<file path="src/rtl/seq_det_pkg.sv">
// seq_det_pkg: shared types and constants for the programmable serial pattern detector.
//   len_w()     : width of a length field able to hold 0..max_len
//   fill_w()    : width of the history fill counter (holds 0..max_len-1)
//   DEF_*       : power-on configuration (the legacy "11001" detector, overlapping)
//   seq_cfg_t   : runtime configuration record. Fields are sized for the largest
//                 supported pattern (CFG_MAX_LEN); a detector instance only uses
//                 the low MAX_LEN / LEN_W bits.
// Optional feature: SEQ_DET_MASK_EN adds a per-bit compare mask to seq_cfg_t.
package seq_det_pkg;

  localparam int CFG_MAX_LEN = 32;

  function automatic int len_w(input int max_len);
    return $clog2(max_len + 1);
  endfunction

  function automatic int fill_w(input int max_len);
    return $clog2(max_len);
  endfunction

  localparam int CFG_LEN_W = len_w(CFG_MAX_LEN);

  localparam logic [CFG_MAX_LEN-1:0] DEF_PATTERN = 32'b0001_1001;
  localparam int                     DEF_LEN     = 5;
  localparam bit                     DEF_OVERLAP = 1'b1;

  typedef struct packed {
    logic [CFG_MAX_LEN-1:0] pattern;
    logic [CFG_LEN_W-1:0]   len;
    logic                   overlap;
`ifdef SEQ_DET_MASK_EN
    logic [CFG_MAX_LEN-1:0] mask;
`endif
  } seq_cfg_t;

endpackage

</file>
<file path="src/rtl/seq_det_if.sv">
// seq_det_if: serial stream, configuration and result signals of seq_det_prog.
//   master : stream/config producer (drives in_*, cfg_*, cnt_clr; reads results)
//   slave  : the detector
// Optional feature: SEQ_DET_MASK_EN adds cfg_mask.
interface seq_det_if
  import seq_det_pkg::*;
#(
  parameter int MAX_LEN = 8,
  parameter int CNT_W   = 16
);
  localparam int LEN_W = len_w(MAX_LEN);

  logic               in_valid;
  logic               in_bit;
  logic               cfg_load;
  logic [MAX_LEN-1:0] cfg_pattern;
  logic [LEN_W-1:0]   cfg_len;
  logic               cfg_overlap;
`ifdef SEQ_DET_MASK_EN
  logic [MAX_LEN-1:0] cfg_mask;
`endif
  logic               cnt_clr;
  logic               match;
  logic [CNT_W-1:0]   match_cnt;
  logic               cfg_err;

  modport master (
`ifdef SEQ_DET_MASK_EN
    output cfg_mask,
`endif
    output in_valid, in_bit, cfg_load, cfg_pattern, cfg_len, cfg_overlap, cnt_clr,
    input  match, match_cnt, cfg_err
  );

  modport slave (
`ifdef SEQ_DET_MASK_EN
    input  cfg_mask,
`endif
    input  in_valid, in_bit, cfg_load, cfg_pattern, cfg_len, cfg_overlap, cnt_clr,
    output match, match_cnt, cfg_err
  );

endinterface

</file>
<file path="src/rtl/seq_det_window.sv">
// seq_det_window: history shifter and fill counter of the pattern detector.
//   clk, rst : clock, synchronous active-high reset
//   shift_en : consume in_bit this cycle (already excludes config-load cycles)
//   in_bit   : serial data bit
//   clr      : accepted configuration load -> empty history
//   restart  : non-overlapping match on this bit -> start a fresh window
//   hist     : previously consumed bits, hist[0] most recent
//   fill     : number of valid history bits, saturating at MAX_LEN-1
module seq_det_window
  import seq_det_pkg::*;
#(
  parameter int MAX_LEN = 8,
  localparam int FILL_W = fill_w(MAX_LEN)
) (
  input  logic               clk,
  input  logic               rst,
  input  logic               shift_en,
  input  logic               in_bit,
  input  logic               clr,
  input  logic               restart,
  output logic [MAX_LEN-2:0] hist,
  output logic [FILL_W-1:0]  fill
);

  localparam logic [FILL_W-1:0] FILL_MAX = FILL_W'(MAX_LEN - 1);

  logic [MAX_LEN-2:0] hist_reg, hist_next;
  logic [FILL_W-1:0]  fill_reg, fill_next;

  generate
    if (MAX_LEN == 2) begin : g_hist_one
      assign hist_next = in_bit;
    end else begin : g_hist_shift
      assign hist_next = {hist_reg[MAX_LEN-3:0], in_bit};
    end
  endgenerate

  // A restart only zeroes fill: the stale history bits are masked out by the
  // fill check until they have all been replaced by fresh ones.
  always_comb begin
    fill_next = fill_reg;
    if (restart)
      fill_next = '0;
    else if (fill_reg != FILL_MAX)
      fill_next = fill_reg + FILL_W'(1);
  end

  always_ff @(posedge clk) begin
    if (rst || clr) begin
      hist_reg <= '0;
      fill_reg <= '0;
    end else if (shift_en) begin
      hist_reg <= hist_next;
      fill_reg <= fill_next;
    end
  end

  assign hist = hist_reg;
  assign fill = fill_reg;

endmodule

</file>
<file path="src/rtl/seq_det_prog.sv">
// seq_det_prog: runtime-programmable serial pattern detector (Mealy output).
//   clk, rst      : clock, synchronous active-high reset
//   bus (slave)   : in_valid/in_bit stream, cfg_load/cfg_pattern/cfg_len/
//                   cfg_overlap configuration, cnt_clr, and the results
//                   match (combinational), match_cnt (saturating), cfg_err
//                   (one-cycle pulse after a rejected load).
// Pattern bit [len-1] is the first received bit, bit [0] the last, so the
// current in_bit always lines up with pattern[0].
// Optional feature: define SEQ_DET_MASK_EN to add cfg_mask (1 = compare bit).
// MAX_LEN must lie in 2..CFG_MAX_LEN.
module seq_det_prog
  import seq_det_pkg::*;
#(
  parameter int                     MAX_LEN     = 8,
  parameter int                     CNT_W       = 16,
  parameter logic [CFG_MAX_LEN-1:0] RST_PATTERN = DEF_PATTERN,
  parameter int                     RST_LEN     = DEF_LEN,
  parameter bit                     RST_OVERLAP = DEF_OVERLAP
) (
  input  logic      clk,
  input  logic      rst,
  seq_det_if.slave  bus
);

  localparam int LEN_W  = len_w(MAX_LEN);
  localparam int FILL_W = fill_w(MAX_LEN);

  seq_cfg_t           cfg_reg;
  logic               cfg_unused;
  logic [LEN_W-1:0]   cur_len;
  logic               cfg_len_ok;
  logic [MAX_LEN-2:0] hist;
  logic [FILL_W-1:0]  fill;
  logic [MAX_LEN-1:0] window;
  logic [MAX_LEN-1:0] bit_ok;
  logic               fill_ok;
  logic               match_now;
  logic [CNT_W-1:0]   match_cnt_reg;
  logic               cfg_err_reg;

  assign cfg_len_ok = (bus.cfg_len != '0) && (bus.cfg_len <= LEN_W'(MAX_LEN));

  // Configuration register; bits above MAX_LEN / LEN_W stay zero.
  always_ff @(posedge clk) begin
    if (rst) begin
      cfg_reg.pattern <= CFG_MAX_LEN'(RST_PATTERN[MAX_LEN-1:0]);
      cfg_reg.len     <= CFG_LEN_W'(RST_LEN);
      cfg_reg.overlap <= RST_OVERLAP;
`ifdef SEQ_DET_MASK_EN
      cfg_reg.mask    <= CFG_MAX_LEN'({MAX_LEN{1'b1}});
`endif
    end else if (bus.cfg_load && cfg_len_ok) begin
      cfg_reg.pattern <= CFG_MAX_LEN'(bus.cfg_pattern);
      cfg_reg.len     <= CFG_LEN_W'(bus.cfg_len);
      cfg_reg.overlap <= bus.cfg_overlap;
`ifdef SEQ_DET_MASK_EN
      cfg_reg.mask    <= CFG_MAX_LEN'(bus.cfg_mask);
`endif
    end
  end

  // The upper, never-used bits of the wide config record are folded here.
  assign cfg_unused = ^cfg_reg;
  assign cur_len    = cfg_reg.len[LEN_W-1:0];

  seq_det_window #(
    .MAX_LEN (MAX_LEN)
  ) u_window (
    .clk      (clk),
    .rst      (rst),
    .shift_en (bus.in_valid & ~bus.cfg_load),
    .in_bit   (bus.in_bit),
    .clr      (bus.cfg_load & cfg_len_ok),
    .restart  (match_now & ~cfg_reg.overlap),
    .hist     (hist),
    .fill     (fill)
  );

  // Candidate window: the current bit followed by the history, oldest on top.
  assign window = {hist, bus.in_bit};

  // Positions at or above len are don't-care, which makes len==1 reduce to a
  // plain compare of in_bit against pattern[0].
  generate
    for (genvar gi = 0; gi < MAX_LEN; gi++) begin : g_cmp
`ifdef SEQ_DET_MASK_EN
      assign bit_ok[gi] = (LEN_W'(gi) >= cur_len) || !cfg_reg.mask[gi] ||
                          (window[gi] == cfg_reg.pattern[gi]);
`else
      assign bit_ok[gi] = (LEN_W'(gi) >= cur_len) ||
                          (window[gi] == cfg_reg.pattern[gi]);
`endif
    end
  endgenerate

  // cur_len is never 0, so len-1 cannot wrap.
  assign fill_ok   = LEN_W'(fill) >= (cur_len - LEN_W'(1));
  assign match_now = bus.in_valid & ~bus.cfg_load & ~rst & fill_ok & (&bit_ok);

  always_ff @(posedge clk) begin
    if (rst || bus.cnt_clr)
      match_cnt_reg <= '0;
    else if (match_now && (match_cnt_reg != {CNT_W{1'b1}}))
      match_cnt_reg <= match_cnt_reg + CNT_W'(1);
  end

  always_ff @(posedge clk) begin
    if (rst)
      cfg_err_reg <= 1'b0;
    else
      cfg_err_reg <= bus.cfg_load & ~cfg_len_ok;
  end

  assign bus.match     = match_now;
  assign bus.match_cnt = match_cnt_reg;
  assign bus.cfg_err   = cfg_err_reg;

endmodule

</file>
<file path="src/flat_wrapper.sv">
// flat-port wrapper written by rule: the top's interface ports become plain ports
module seq_det_prog_flat import seq_det_pkg::*;
#(
  parameter int                     MAX_LEN     = 8,
  parameter int                     CNT_W       = 16,
  parameter logic [CFG_MAX_LEN-1:0] RST_PATTERN = DEF_PATTERN,
  parameter int                     RST_LEN     = DEF_LEN,
  parameter bit                     RST_OVERLAP = DEF_OVERLAP
)
  (clk, rst, bus_in_valid, bus_in_bit, bus_cfg_load, bus_cfg_pattern, bus_cfg_len, bus_cfg_overlap, bus_cnt_clr, bus_match, bus_match_cnt, bus_cfg_err);
  seq_det_if #(.MAX_LEN(MAX_LEN), .CNT_W(CNT_W)) bus_i ();
  input  logic clk;
  input  logic rst;
  input wire logic [$bits(bus_i.in_valid)-1:0] bus_in_valid;
  input wire logic [$bits(bus_i.in_bit)-1:0] bus_in_bit;
  input wire logic [$bits(bus_i.cfg_load)-1:0] bus_cfg_load;
  input wire logic [$bits(bus_i.cfg_pattern)-1:0] bus_cfg_pattern;
  input wire logic [$bits(bus_i.cfg_len)-1:0] bus_cfg_len;
  input wire logic [$bits(bus_i.cfg_overlap)-1:0] bus_cfg_overlap;
  input wire logic [$bits(bus_i.cnt_clr)-1:0] bus_cnt_clr;
  output wire logic [$bits(bus_i.match)-1:0] bus_match;
  output wire logic [$bits(bus_i.match_cnt)-1:0] bus_match_cnt;
  output wire logic [$bits(bus_i.cfg_err)-1:0] bus_cfg_err;
  assign bus_i.in_valid = bus_in_valid;
  assign bus_i.in_bit = bus_in_bit;
  assign bus_i.cfg_load = bus_cfg_load;
  assign bus_i.cfg_pattern = bus_cfg_pattern;
  assign bus_i.cfg_len = bus_cfg_len;
  assign bus_i.cfg_overlap = bus_cfg_overlap;
  assign bus_i.cnt_clr = bus_cnt_clr;
  assign bus_match = bus_i.match;
  assign bus_match_cnt = bus_i.match_cnt;
  assign bus_cfg_err = bus_i.cfg_err;
  seq_det_prog #(.MAX_LEN(MAX_LEN), .CNT_W(CNT_W), .RST_PATTERN(RST_PATTERN), .RST_LEN(RST_LEN), .RST_OVERLAP(RST_OVERLAP)) u_core (.clk(clk), .rst(rst), .bus(bus_i));
endmodule
</file>
<file path="config.mk">
export PLATFORM = sky130hd
export DESIGN_NAME = seq_det_prog_flat
export DESIGN_NICKNAME = d
export VERILOG_FILES = /design/src/rtl/seq_det_pkg.sv /design/src/rtl/seq_det_if.sv /design/src/rtl/seq_det_window.sv /design/src/rtl/seq_det_prog.sv /design/src/flat_wrapper.sv
export SDC_FILE = /design/constraint.sdc
export NUM_CORES = 1
export LEC_CHECK = 0
export CORE_UTILIZATION = 35
export CTS_BUF_LIST = sky130_fd_sc_hd__clkbuf_8
export DETAILED_ROUTE_END_ITERATION = 12
export PLACE_DENSITY_LB_ADDON = 0.3
export SYNTH_ARGS = -nofsm -noshare
export SYNTH_HDL_FRONTEND = slang
export SYNTH_HIERARCHICAL = 1
export SYNTH_SLANG_ARGS = --single-unit
export TNS_END_PERCENT = 50
</file>
<file path="constraint.sdc">
create_clock -name clk -period 3.2 [get_ports clk]
set_clock_uncertainty 0.2 [all_clocks]
set_input_delay 0.48 -clock clk [delete_from_list [all_inputs] [get_ports clk]]
set_output_delay 0.48 -clock clk [all_outputs]
set_load 0.01 [all_outputs]
</file>
==> results of run 1 <==
final timing paths:
check	startpoint	to	slack, ns
worst min register to register	u_core/cfg_reg[14]$_SDFFE_PP0P_	u_core/cfg_reg[14]$_SDFFE_PP0P_	0.27
worst max-delay path	u_core/cfg_reg[2]$_SDFFE_PP0P_	bus_match	0.27
worst min-delay path	u_core/cfg_reg[14]$_SDFFE_PP0P_	u_core/cfg_reg[14]$_SDFFE_PP0P_	0.27
worst max register to register	u_core/cfg_reg[2]$_SDFFE_PP0P_	u_core/bus.match_cnt[6]$_SDFFE_PP0P_	0.31
logic make-up after synthesis:
logic type / Yosys count / share of synthesized area
simple gates: 106 / 0.272
compound gates: 54 / 0.157
flops: 40 / 0.380
xor+xnor: 10 / 0.0415
buf+inv: 23 / 0.0516
fa+ha+maj: 11 / 0.0652
mux: 7 / 0.0332
critical path, cell delays in order, from the launching register on:
cell       delay [ns]
dfxtp_1          0.33
inv_1            0.07
ha_1             0.20
xnor2_1          0.13
ha_1             0.27
nor2_1           0.05
nor3b_2          0.15
o2111ai_1        0.12
or3_4            0.41
inv_1            0.10
clkbuf_2         0.14
cell usage after synthesis:
cell	n	area [sq um]
mux2i_1	7	70.1
nor4_1	1	6.26
or2_1	1	6.26
or4_1	5	37.5
nor2_1	16	60.1
a21oi_1	24	120
nand4b_1	2	17.5
o31a_1	1	8.76
dfxtp_1	40	801
nor2b_1	3	18.8
clkbuf_1	12	45.0
or3_1	6	37.5
a211o_1	1	8.76
ha_1	11	138
o31ai_1	6	45.0
nand4_1	5	31.3
xor2_1	4	35.0
buf_6	3	33.8
nand2b_1	1	6.26
or3_4	1	11.3
o41ai_1	3	26.3
a21o_1	1	7.51
and4_1	1	8.76
o211ai_1	2	15.0
or2_2	1	6.26
a21boi_2	1	11.3
nor3_1	3	15.0
nor3b_1	2	15.0
o21ai_0	11	55.1
inv_1	8	30.0
o21a_1	1	7.51
and3_1	3	18.8
or4b_1	2	20.0
xnor2_1	6	52.6
o221ai_1	1	8.76
nand3b_1	8	60.1
o22a_1	1	8.76
or3b_1	1	8.76
nor3b_4	1	18.8
nand2_1	37	139
nand3_1	6	30.0
o2111ai_1	1	8.76
report_power, final:
group / internal, uW / switching (uW) / leakage (uW)
sequential: 510 / 9.12 / 0.000325
clock: 390 / 179 / 0.0000784
combinational: 62.5 / 56.0 / 0.000590
total: 963 / 244 / 0.000993
timing repair:
action	4_1_cts	5_1_grt
gates resized for setup	1	3
endpoints found under the setup margin	1	1
hold buffers	0	0
setup buffers	0	0
final cells by class:
cell class | instances | area [sq um]
Clock buffer | 5 | 68.8
Clock inverter | 3 | 90.1
Fill cell | 545 | 2930
Inverter | 8 | 30.0
Multi-Input combinational cell | 188 | 1200
Sequential cell | 40 | 801
Tap cell | 72 | 90.1
Timing Repair Buffer | 46 | 430
layer usage:
layer	wire length, microns	part of all wire	global-route usage	vias up
met2	2150	0.48	0.261	46
met4	16	0.0036	0.0382	0
met1	2160	0.48	0.189	870
met5	0	0	0	-
met3	154	0.034	0.0480	2
li1	-	-	-	969
placed cells by master (no fill, tap or decap), types with 6 or more instances in the layout:
cell	Yosys	final
nand3b_1	8	8
clkdlybuf4s50_1	0	35
nand2_1	37	37
nor2_1	16	16
nand3_1	6	6
buf_4	0	10
or3_1	6	6
xnor2_1	6	6
o31ai_1	6	6
a21oi_1	24	24
dfxtp_1	40	40
o21ai_0	11	11
inv_1	8	8
mux2i_1	7	7
ha_1	11	11
stage by stage:
stage / hold WS (ns) / power, uW / instances / utilization / worst slack [ns]
2_1_floorplan: 0.238 / 602 / 251 / - / 0.309
3_3_place_gp: 0.261 / 649 / 354 / 0.453 / 0.0281
3_5_place_dp: 0.262 / 650 / 354 / 0.453 / 0.0234
4_1_cts: 0.274 / 1220 / 362 / 0.481 / 0.0959
5_1_grt: 0.300 / 1260 / 362 / 0.481 / 0.0784
6_report: 0.271 / 1210 / 362 / 0.481 / 0.269
==> impl_metrics.json, run 1 <==
{
  "status": "finished clean",
  "clockRootBuffer": "clkbuf_8",
  "syn_area_sq_mm": 0.00211,
  "cts.sinks": 40,
  "clk_latency_ns": 0.29,
  "final_nets": 319,
  "synth_cell_type_count": 42,
  "ctsHtreeMaxLevel": 2,
  "fin_setup_tns_ns": 0,
  "finalHoldViolations": 0,
  "cp_max_fo": 3,
  "grt_start_max_net_pins": 31,
  "coreArea_sq_mm": 0.00564,
  "min_period_ns": 2.93,
  "grt_pass1_wl_microns": 7620,
  "cts_tree": "built",
  "rsz0062_at_grt": "no",
  "routed_wl_microns": 4480,
  "crit_arrival_ns": 2.25,
  "drive_gt1_frac": 0.0828,
  "p_per_area_mw_per_mm2": 445,
  "critPathLaunchType": "register",
  "vdd_ir_drop_max_mv": 0.228,
  "drc": 0,
  "die_area_sq_mm": 0.00634,
  "ios": 37,
  "wl_per_cell_microns": 12.4,
  "die_y_microns": 79.6,
  "fmax_ghz": 0.341,
  "initial_utilization": 0.374,
  "cts_made_buffers": 5,
  "grt_overflow": 0,
  "gp_congestion": 0.883,
  "clk_pin_slew_ns": 0.08,
  "antennaDiodeCount": 0,
  "cts.path.max_buffers": 2,
  "largest_register_ffs": 16,
  "finalMaxSlewViolations": 0,
  "num_vias": 1887,
  "grtUsageTotal": 0.155,
  "antenna_found_initial": 0,
  "ant_nets": 0,
  "hold_path_depth": 2,
  "drtIter0Drc": 87,
  "reg2regPathDepth": 11,
  "first_pass_iters": 4,
  "io_buffers": 36,
  "syn_inst": 251,
  "hpwlAfterDp_microns": 3240,
  "row_count": 27,
  "hold_class": "reg2reg",
  "relSlewSlack": 0.675,
  "seq_area_frac_synth": 0.380,
  "synth_fp_nets": 281,
  "cap_violations": 0,
  "synth_seq_cells": 40,
  "syn-mean-instance-area_sq_um": 8.40,
  "placed_area_sq_mm": 0.00256,
  "final_cell_area_sq_mm": 0.00272,
  "required_ns": 2.52,
  "grt_pass1_vias": 1728,
  "crit_type": "reg2out",
  "end_kind": "output port",
  "area_growth_pct": 28.7,
  "fp.dieW_microns": 79.6,
  "period_share": 0.916,
  "timing_worst_slew_pin_value_ns": 0.487,
  "p_leak_uw": 0.000993,
  "yosysWarnings": 6,
  "vias_per_cell": 5.21,
  "setup_violations": 0
}
Note: power is estimated with default switching activity, not from simulation.
==> inputs of run 2 (changes only) <==
--- a/config.mk
+++ b/config.mk
@@ -8,6 +8,7 @@
 export CORE_UTILIZATION = 35
 export CTS_BUF_LIST = sky130_fd_sc_hd__clkbuf_8
 export DETAILED_ROUTE_END_ITERATION = 12
+export MAX_ROUTING_LAYER = met4
 export PLACE_DENSITY_LB_ADDON = 0.3
 export SYNTH_ARGS = -nofsm -noshare
 export SYNTH_HDL_FRONTEND = slang
==> run 2 against run 1 <==
Critical path depth is the same. Wire length down 0.11%. Register-to-register slack about the same. Combinational power about the same. Non-clock buffer count unchanged. Final cell count stayed put. Highest routed layer unchanged.
==> impl_metrics.json, run 2 (same netlist as run 1, synthesis figures left out) <==
{
  "status": "finished clean",
  "drtIter0Drc": 84,
  "p_leak_uw": 0.000993,
  "finalMaxSlewViolations": 0,
  "ctsHtreeMaxLevel": 2,
  "die_y_microns": 79.6,
  "gp_congestion": 0.898,
  "grt_pass1_wl_microns": 7620,
  "relSlewSlack": 0.677,
  "first_pass_iters": 4,
  "crit_type": "reg2out",
  "cts_tree": "built",
  "wl_per_cell_microns": 12.4,
  "cp_max_fo": 3,
  "cap_violations": 0,
  "io_buffers": 36,
  "crit_arrival_ns": 2.24,
  "fmax_ghz": 0.342,
  "fin_setup_tns_ns": 0,
  "placed_area_sq_mm": 0.00256,
  "pwr-share-comb": 0.098,
  "row_count": 27,
  "cts_made_buffers": 5,
  "cts.path.max_buffers": 2,
  "antennaDiodeCount": 0,
  "drc": 0,
  "sw_frac_of_total": 0.202,
  "vias_per_cell": 5.20,
  "timing_worst_slew_pin_value_ns": 0.484,
  "antenna_found_initial": 0,
  "ant_nets": 0,
  "period_share": 0.914,
  "cts_setup_buffers": 0,
  "area_growth_pct": 28.7,
  "vdd_ir_drop_max_mv": 0.228,
  "setup_violations": 0,
  "clk_pin_slew_ns": 0.08,
  "grt_pass1_vias": 1731,
  "min_period_ns": 2.92,
  "p_per_area_mw_per_mm2": 444,
  "coreArea_sq_mm": 0.00564,
  "die_area_sq_mm": 0.00634,
  "fin_cells": 362,
  "critPathLaunchType": "register",
  "rsz0062_at_grt": "no",
  "fp.dieW_microns": 79.6,
  "placed_cells": 354,
  "clockRootBuffer": "clkbuf_8",
  "sequentialPowerShare": 0.431,
  "drive_gt1_frac": 0.0828,
  "final_cell_mix": "dfxtp_1, nand2_1, clkdlybuf4s50_1",
  "grt_overflow": 0,
  "cts.sinks": 40,
  "netSwitchingPower_uw": 243,
  "final_cell_area_sq_mm": 0.00272,
  "initial_utilization": 0.374,
  "final_common_cell": "dfxtp_1",
  "clk_latency_ns": 0.29,
  "finalHoldViolations": 0,
  "num_vias": 1883,
  "grtUsageTotal": 0.159,
  "grt_start_max_net_pins": 31,
  "p_int_uw": 963,
  "hold_class": "reg2reg",
  "p_clk_frac": 0.471,
  "final_nets": 319,
  "hpwlAfterDp_microns": 3240,
  "largest_register_ffs": 16,
  "ios": 37,
  "required_ns": 2.52,
  "end_kind": "output port",
  "routed_wl_microns": 4470
}
-- run 2: cell counts in the layout (fill, tap and decap cells not counted) --
No cell type changed its count.
-- run 2: worst paths after layout --
| path | start | slack [ns] | endpoint | depth (start not counted) |
|---|---|---|---|---|
| setup / recovery | u_core/cfg_reg[2]$_SDFFE_PP0P_ | 0.28 | bus_match | 10 |
| hold / removal | u_core/cfg_reg[14]$_SDFFE_PP0P_ | 0.27 | u_core/cfg_reg[14]$_SDFFE_PP0P_ | 2 |
| setup reg to reg | u_core/cfg_reg[2]$_SDFFE_PP0P_ | 0.30 | u_core/bus.match_cnt[6]$_SDFFE_PP0P_ | 11 |
| hold reg to reg | u_core/cfg_reg[14]$_SDFFE_PP0P_ | 0.27 | u_core/cfg_reg[14]$_SDFFE_PP0P_ | 2 |
-- run 2: power groups by stage --
stage / Sequential [uW] / Clock, uW / Combinational, uW
3_5_place_dp: 531 / 0 / 119
6_report: 519 / 568 / 118
2_1_floorplan: 530 / 0 / 72.6
4_1_cts: 520 / 584 / 119
5_1_grt: 521 / 609 / 134
3_3_place_gp: 531 / 0 / 118
-- run 2: final cells by class --
class                      instances  area (sq um)
timing repair buffer              46           430
clock buffer                       5          68.8
tap                               72          90.1
sequential                        40           801
clock inverter                     3          90.1
inverter                           8          30.0
multi-input combinational        188          1200
fill                             545          2930
-- run 2: what timing repair did --
item / in CTS / in global routing
resized for setup: 1 / 3
cloned: 0 / 0
endpoints found under the setup margin: 1 / 1
pin swaps: 0 / 0
hold buffers: 0 / 0
-- run 2: per-layer routing --
layer | global-route usage | part of all wire
met1 | 0.189 | 0.47
met2 | 0.261 | 0.48
met3 | 0.0480 | 0.040
met4 | 0.0382 | 0.0036
met5 | - | 0
-- run 2: per-stage QoR --
stage                     hold WS (ns)  setup slack, ns  power, uW  utilization
after floorplan                  0.238            0.309        602            -
after global placement           0.261           0.0281        649        0.453
after detailed placement         0.262           0.0234        650        0.453
after CTS                        0.274           0.0959       1220        0.481
after global routing             0.300           0.0784       1260        0.481
final                            0.271            0.275       1210        0.481
-- run 2: critical path, cell delays in order, from the launching register on --
cell	delay, ns
dfxtp_1	0.33
inv_1	0.07
ha_1	0.20
xnor2_1	0.13
ha_1	0.27
nor2_1	0.05
nor3b_2	0.15
o2111ai_1	0.12
or3_4	0.41
inv_1	0.10
clkbuf_2	0.14
